### src/rtl/mem_pkg.sv
// Shared encodings for the memory-access stage: op codes, access sizes and FSM states.
package mem_pkg;

   localparam logic [1:0] MEM_OP_NONE  = 2'b00;
   localparam logic [1:0] MEM_OP_LOAD  = 2'b01;
   localparam logic [1:0] MEM_OP_STORE = 2'b10;

   localparam logic [1:0] MEM_SIZE_BYTE = 2'b00;
   localparam logic [1:0] MEM_SIZE_HALF = 2'b01;
   localparam logic [1:0] MEM_SIZE_WORD = 2'b10;

   typedef enum logic {
      S_IDLE   = 1'b0,
      S_ACCESS = 1'b1
   } mem_state_t;

endpackage

### src/rtl/load_aligner.sv
// Shifts raw load data down to lane 0 and sign/zero-extends it to 32 bits.
module load_aligner
   import mem_pkg::*;
(
   input  logic [31:0] rdata,
   input  logic [1:0]  offset,
   input  logic [1:0]  size,
   input  logic        load_unsigned,
   output logic [31:0] data
);

   logic [1:0]  lane;
   logic [31:0] shifted;

   always_comb begin
      lane = 2'b00;
      case (size)
         MEM_SIZE_BYTE: lane = offset;
         MEM_SIZE_HALF: lane = {offset[1], 1'b0};
         default:       lane = 2'b00;
      endcase
   end

   assign shifted = rdata >> {lane, 3'b000};

   always_comb begin
      data = shifted;
      case (size)
         MEM_SIZE_BYTE: data = load_unsigned ? {24'h0, shifted[7:0]}
                                             : {{24{shifted[7]}}, shifted[7:0]};
         MEM_SIZE_HALF: data = load_unsigned ? {16'h0, shifted[15:0]}
                                             : {{16{shifted[15]}}, shifted[15:0]};
         default:       data = rdata;
      endcase
   end

endmodule

### src/rtl/mem_stage.sv
// Memory-access stage: issues data-memory requests and aligns load results for writeback.
// Define MEM_STAGE_MISALIGN_TRAP_EN to suppress misaligned accesses and pulse `misaligned`.
module mem_stage
   import mem_pkg::*;
#(
   parameter int ADDR_W = 32
) (
   input  logic              clk,
   input  logic              rstN,
   input  logic              valid,
   input  logic [ADDR_W-1:0] addr,
   input  logic [31:0]       storeData,
   input  logic [1:0]        memOp,
   input  logic [1:0]        memSize,
   input  logic              loadUnsigned,
   input  logic [4:0]        rdIn,
   input  logic              regWriteIn,
   output logic              hold,
   output logic              dmemReq,
   output logic              dmemWe,
   output logic [ADDR_W-1:0] dmemAddr,
   output logic [31:0]       dmemWdata,
   output logic [3:0]        dmemBe,
   input  logic [31:0]       dmemRdata,
   input  logic              dmemAck,
   output logic              wbValid,
   output logic [4:0]        wbRd,
   output logic              wbWrite,
   output logic [31:0]       wbData,
   output logic              misaligned,
   output mem_state_t        state_dbg
);

   mem_state_t state;
   logic [1:0] off_q;
   logic [1:0] size_q;
   logic       uns_q;
   logic [4:0] rd_q;
   logic       write_q;

   logic        is_mem;
   logic        is_store;
   logic        trap;
   logic [3:0]  be;
   logic [31:0] wdata;
   logic [31:0] load_data;

   assign is_mem   = (memOp == MEM_OP_LOAD) || (memOp == MEM_OP_STORE);
   assign is_store = (memOp == MEM_OP_STORE);

`ifdef MEM_STAGE_MISALIGN_TRAP_EN
   logic misaligned_q;
   assign trap = (memSize == MEM_SIZE_HALF) ? addr[0]
               : (memSize == MEM_SIZE_BYTE) ? 1'b0
               : (addr[1:0] != 2'b00);
   assign misaligned = misaligned_q;
`else
   assign trap       = 1'b0;
   assign misaligned = 1'b0;
`endif

   always_comb begin
      be    = 4'b1111;
      wdata = storeData;
      case (memSize)
         MEM_SIZE_BYTE: begin
            be    = 4'b0001 << addr[1:0];
            wdata = {4{storeData[7:0]}};
         end
         MEM_SIZE_HALF: begin
            be    = 4'b0011 << {addr[1], 1'b0};
            wdata = {2{storeData[15:0]}};
         end
         default: begin
            be    = 4'b1111;
            wdata = storeData;
         end
      endcase
   end

   load_aligner u_load_aligner (
      .rdata        (dmemRdata),
      .offset       (off_q),
      .size         (size_q),
      .load_unsigned(uns_q),
      .data         (load_data)
   );

   assign hold      = (state == S_ACCESS);
   assign state_dbg = state;

   always_ff @(posedge clk or negedge rstN) begin
      if (!rstN) begin
         state     <= S_IDLE;
         dmemReq   <= 1'b0;
         dmemWe    <= 1'b0;
         dmemAddr  <= '0;
         dmemWdata <= '0;
         dmemBe    <= '0;
         wbValid   <= 1'b0;
         wbRd      <= '0;
         wbWrite   <= 1'b0;
         wbData    <= '0;
         off_q     <= '0;
         size_q    <= '0;
         uns_q     <= 1'b0;
         rd_q      <= '0;
         write_q   <= 1'b0;
`ifdef MEM_STAGE_MISALIGN_TRAP_EN
         misaligned_q <= 1'b0;
`endif
      end else begin
         wbValid <= 1'b0;
`ifdef MEM_STAGE_MISALIGN_TRAP_EN
         misaligned_q <= 1'b0;
`endif
         case (state)
            S_IDLE: begin
               if (valid && !is_mem) begin
                  wbValid <= 1'b1;
                  wbData  <= 32'(addr);
                  wbRd    <= rdIn;
                  wbWrite <= regWriteIn;
               end else if (valid && trap) begin
`ifdef MEM_STAGE_MISALIGN_TRAP_EN
                  misaligned_q <= 1'b1;
`endif
               end else if (valid) begin
                  state     <= S_ACCESS;
                  dmemReq   <= 1'b1;
                  dmemWe    <= is_store;
                  dmemAddr  <= {addr[ADDR_W-1:2], 2'b00};
                  dmemWdata <= wdata;
                  dmemBe    <= be;
                  off_q     <= addr[1:0];
                  size_q    <= memSize;
                  uns_q     <= loadUnsigned;
                  rd_q      <= rdIn;
                  write_q   <= regWriteIn & ~is_store;
               end
            end
            S_ACCESS: begin
               // Request fields stay frozen until the memory acknowledges.
               if (dmemAck) begin
                  state   <= S_IDLE;
                  dmemReq <= 1'b0;
                  wbValid <= 1'b1;
                  wbRd    <= rd_q;
                  wbWrite <= write_q;
                  if (!dmemWe) wbData <= load_data;
               end
            end
            default: state <= S_IDLE;
         endcase
      end
   end

endmodule

### config.mk
export PLATFORM = sky130hd
export DESIGN_NAME = mem_stage
export DESIGN_NICKNAME = d
export VERILOG_FILES = /design/src/rtl/mem_pkg.sv /design/src/rtl/load_aligner.sv /design/src/rtl/mem_stage.sv
export SDC_FILE = /design/constraint.sdc
export NUM_CORES = 1
export LEC_CHECK = 0
export CAP_MARGIN = 20
export CORE_AREA = 2 2 101 152
export DETAILED_ROUTE_END_ITERATION = 7
export DIE_AREA = 0 0 103 154
export PLACE_DENSITY_LB_ADDON = 0.25
export REMOVE_ABC_BUFFERS = 1
export SLEW_MARGIN = 20
export SYNTH_ARGS = -nofsm -noshare
export SYNTH_HDL_FRONTEND = slang
export SYNTH_SLANG_ARGS = --single-unit
### constraint.sdc
create_clock -name clk -period 2.29 [get_ports clk]
set_input_delay 0.458 -clock clk [delete_from_list [all_inputs] [get_ports clk]]
set_output_delay 0.458 -clock clk [all_outputs]
set_load 0.02 [all_outputs]
==> impl_metrics.py <==
metrics = {
    "global_route": {
        "grt_pass1_wl_mm": 29.6,
        "grt_remaining_overflow": 0,
        "grt_use_total_pct": 24.2,
        "antenna_found_initial": 1,
        "grt_max_degree": 54,
        "grt-busiest-layer": "met2",
        "met3_usage_pct": 6.64,
        "use_met2_pct": 42.6,
        "use_met1_pct": 26.1,
        "grt_pass1_vias": 5916,
    },
    "drt": {
        "drc_errors": 0,
        "first_iter_violations": 252,
        "wirelength_mm": 18.7,
        "ant_nets": 0,
        "wl_per_cell_um": 17.3,
        "viasPerCell": 5.15,
        "drtPass1Iterations": 4,
        "vias": 5561,
    },
    "setup_path": {
        "cpMaxStageDelayCell": "clkdlybuf4s50_1",
        "worstSetupStartpointType": "register",
        "cp.required_ns": 1.83,
        "critPathMaxFanout": 10,
        "path_buf_inv": 2,
        "criticalPathCategory": "reg -> out",
        "max_stage_delay_ns": 0.64,
        "crit_arrival_ns": 1.73,
        "cp_top_family": "buffers and inverters",
        "path_cells": "buf_4, clkdlybuf4s50_1",
        "cp-end-kind": "output pin",
    },
    "synth": {
        "synth.most_common_cell": "nand2_1",
        "synth.avg_cell_area_sq_um": 8.91,
        "synth_top_area_share_pct": 52.1,
        "synth_top_flop_cell": "dfrtp_1",
        "synth_top_area_cell": "dfrtp_1",
        "synth-edff-count": 0,
        "synth_common_cells": "189 x nand2_1, 119 x dfrtp_1, 56 x a21oi_1, 52 x nor2_1, 49 x o21ai_0",
        "synth_area_sq_um": 5710,
        "synth-seq-cells": 119,
        "seq_area_frac_synth_pct": 52.1,
        "synthTopCellsByArea": "dfrtp_1 52%, nand2_1 12%, mux2i_1 6.3%, a21oi_1 4.9%, o21ai_0 4.3%",
        "synthCells": 641,
        "yosys_warnings": 0,
        "synth_cell_types": 43,
        "synthArstFlopShare_pct": 100,
    },
    "timing": {
        "slew_headroom_pct": 66.3,
        "tightest_slew_ns": 0.493,
        "fin_ws_ns": 0.0994,
        "rsz0062_at_grt": "false",
        "slew_violations": 0,
        "clock_skew_ns": 0.00669,
        "period_share_pct": 95.7,
        "hold_viol_final": 0,
        "timing.hold.ws_ns": 0.00111,
        "fmax_mhz": 457,
        "final.min_clock_period_ns": 2.19,
        "setup_viol": 0,
    },
    "pwr": {
        "internal_power_mw": 6.27,
        "leakagePower_nw": 3.88,
        "seqPwrFrac_pct": 32.7,
        "p_switching_mw": 3.58,
        "ir_worst_vdd_v": 0.000510,
        "p_sw_share_pct": 36.4,
        "p_clk_share_pct": 26.6,
        "p_per_area_nw_per_um2": 1110,
        "pwr-share-comb_pct": 40.8,
        "total_power_mw": 9.85,
    },
    "floorplanning": {
        "start_util_pct": 39.5,
        "die_w_um": 103,
        "die_y_um": 154,
        "rows": 54,
        "dieArea_sq_um": 15900,
        "ios": 223,
        "core_area_sq_um": 14500,
    },
    "clock_network": {
        "cts_buffer_depth": 2,
        "cts_buffers": 17,
        "cts.clk_slew.worst_paths_ns": 0.06,
        "cts_tree": "yes",
        "clock_latency_ns": 0.41,
        "cts_resized": 0,
        "root_buffer": "clkbuf_16",
        "ctsHtreeMaxLevel": 4,
        "cts_hold_buf": 0,
        "cts_sinks": 119,
        "cts_setup_buffers": 0,
    },
    "run_status": {
        "outcome": "completed",
    },
    "finish": {
        "nNetsFinal": 982,
        "stdcell_area_sq_um": 8880,
        "fillCellCount": 1263,
        "syn2layout_area_growth_pct": 55.5,
        "drive_gt1_share_pct": 10.3,
        "finalNonFillerCells": 1080,
    },
    "placement": {
        "dpl_cell_area_sq_um": 8290,
        "gp_congestion": 0.849,
        "portBuffers": 219,
        "place.detailed.instances": 1047,
        "pre_cts_ws_ns": -0.0438,
        "dpl.hpwl_mm": 14.2,
    },
    "run": {
        "drv_cap": 0,
    },
    "worst_hold_path": {
        "worst_hold_path_type": "in -> async",
    },
}
==> cell type report <==
cell class | instances | area (sq um) | area share (%)
flip-flops and latches | 119 | 2980 | 33.5
well taps | 196 | 245 | 2.76
diodes | 1 | 2.50 | 0.0282
multi-input cells | 472 | 2520 | 28.4
repair buffers | 254 | 2530 | 28.5
clock buffers | 18 | 429 | 4.83
inverters | 6 | 22.5 | 0.254
clock inverters | 14 | 153 | 1.72
==> cells in the final DEF (no fill, tap or decap), drive strengths merged, types with 6 or more instances in the layout <==
cell type and instances:
buf 36, o221ai 7, nand2 189, mux2i 36, clkbuf 18, or3 19, clkdlybuf4s50 218, inv 6
dfrtp 119, clkinv 8, a21oi 66, nor2 52, o21ai 50
==> kinds of logic (layout without fill, tap and decap cells) <==
logic type      Yosys count  after routing  share of synthesized area [%]
mux                      39             39                           7.30
buf+inv                  52            292                           4.03
compound gates          138            138                           14.7
fa+ha+maj                 1              1                          0.219
other cells               1              4                         0.0657
flops                   119            119                           52.1
simple gates            291            291                           21.5
==> path summary, 6_finish.rpt <==
path	startpoint	endpoint	slack, ns	cells past startpoint
min in group clk	write_q	write_q	0.47	2
hold reg to reg	write_q	write_q	0.47	2
setup reg to reg	size_q[0]	wbData[14]	0.19	6
setup / recovery	hold	hold	0.1	2
max in group asynchronous	rstN	dmemBe[2]	1.52	2
hold / removal	rstN	dmemWdata[26]	0.001	1
==> registers in the layout (all words and copies together) (netlist names) <==
register	count
dmemWdata	32
wbData	32
dmemAddr	30
rd_q	5
wbRd	5
dmemBe	4
off_q	2
size_q	2
dmemReq	1
dmemWe	1
hold	1
uns_q	1
wbValid	1
wbWrite	1
write_q	1
==> power groups by stage <==
stage | logic (mW) | clock network (mW) | registers, mW
floorplan | 1.06 | 0 | 4.01
global placement | 3.94 | 0 | 3.22
detailed placement | 4.02 | 0 | 3.24
CTS | 4.05 | 2.65 | 3.22
global route | 4.32 | 2.76 | 3.30
finish | 4.02 | 2.62 | 3.22
==> metal layers <==
metal	wire (um)	part of all wire, %
met2	9980	53
met1	6810	36
met5	0	0
met3	1300	6.9
met4	627	3.4
==> stage by stage <==
stage                     TNS [ns]  utilization, %
after CTS                        0            61.4
after detailed placement   -0.0806            57.4
after global routing             0            61.4
after global placement           0            57.4
final                            0            61.4
after floorplan             -88.92               -
Note: power is estimated with default switching activity, not from simulation.
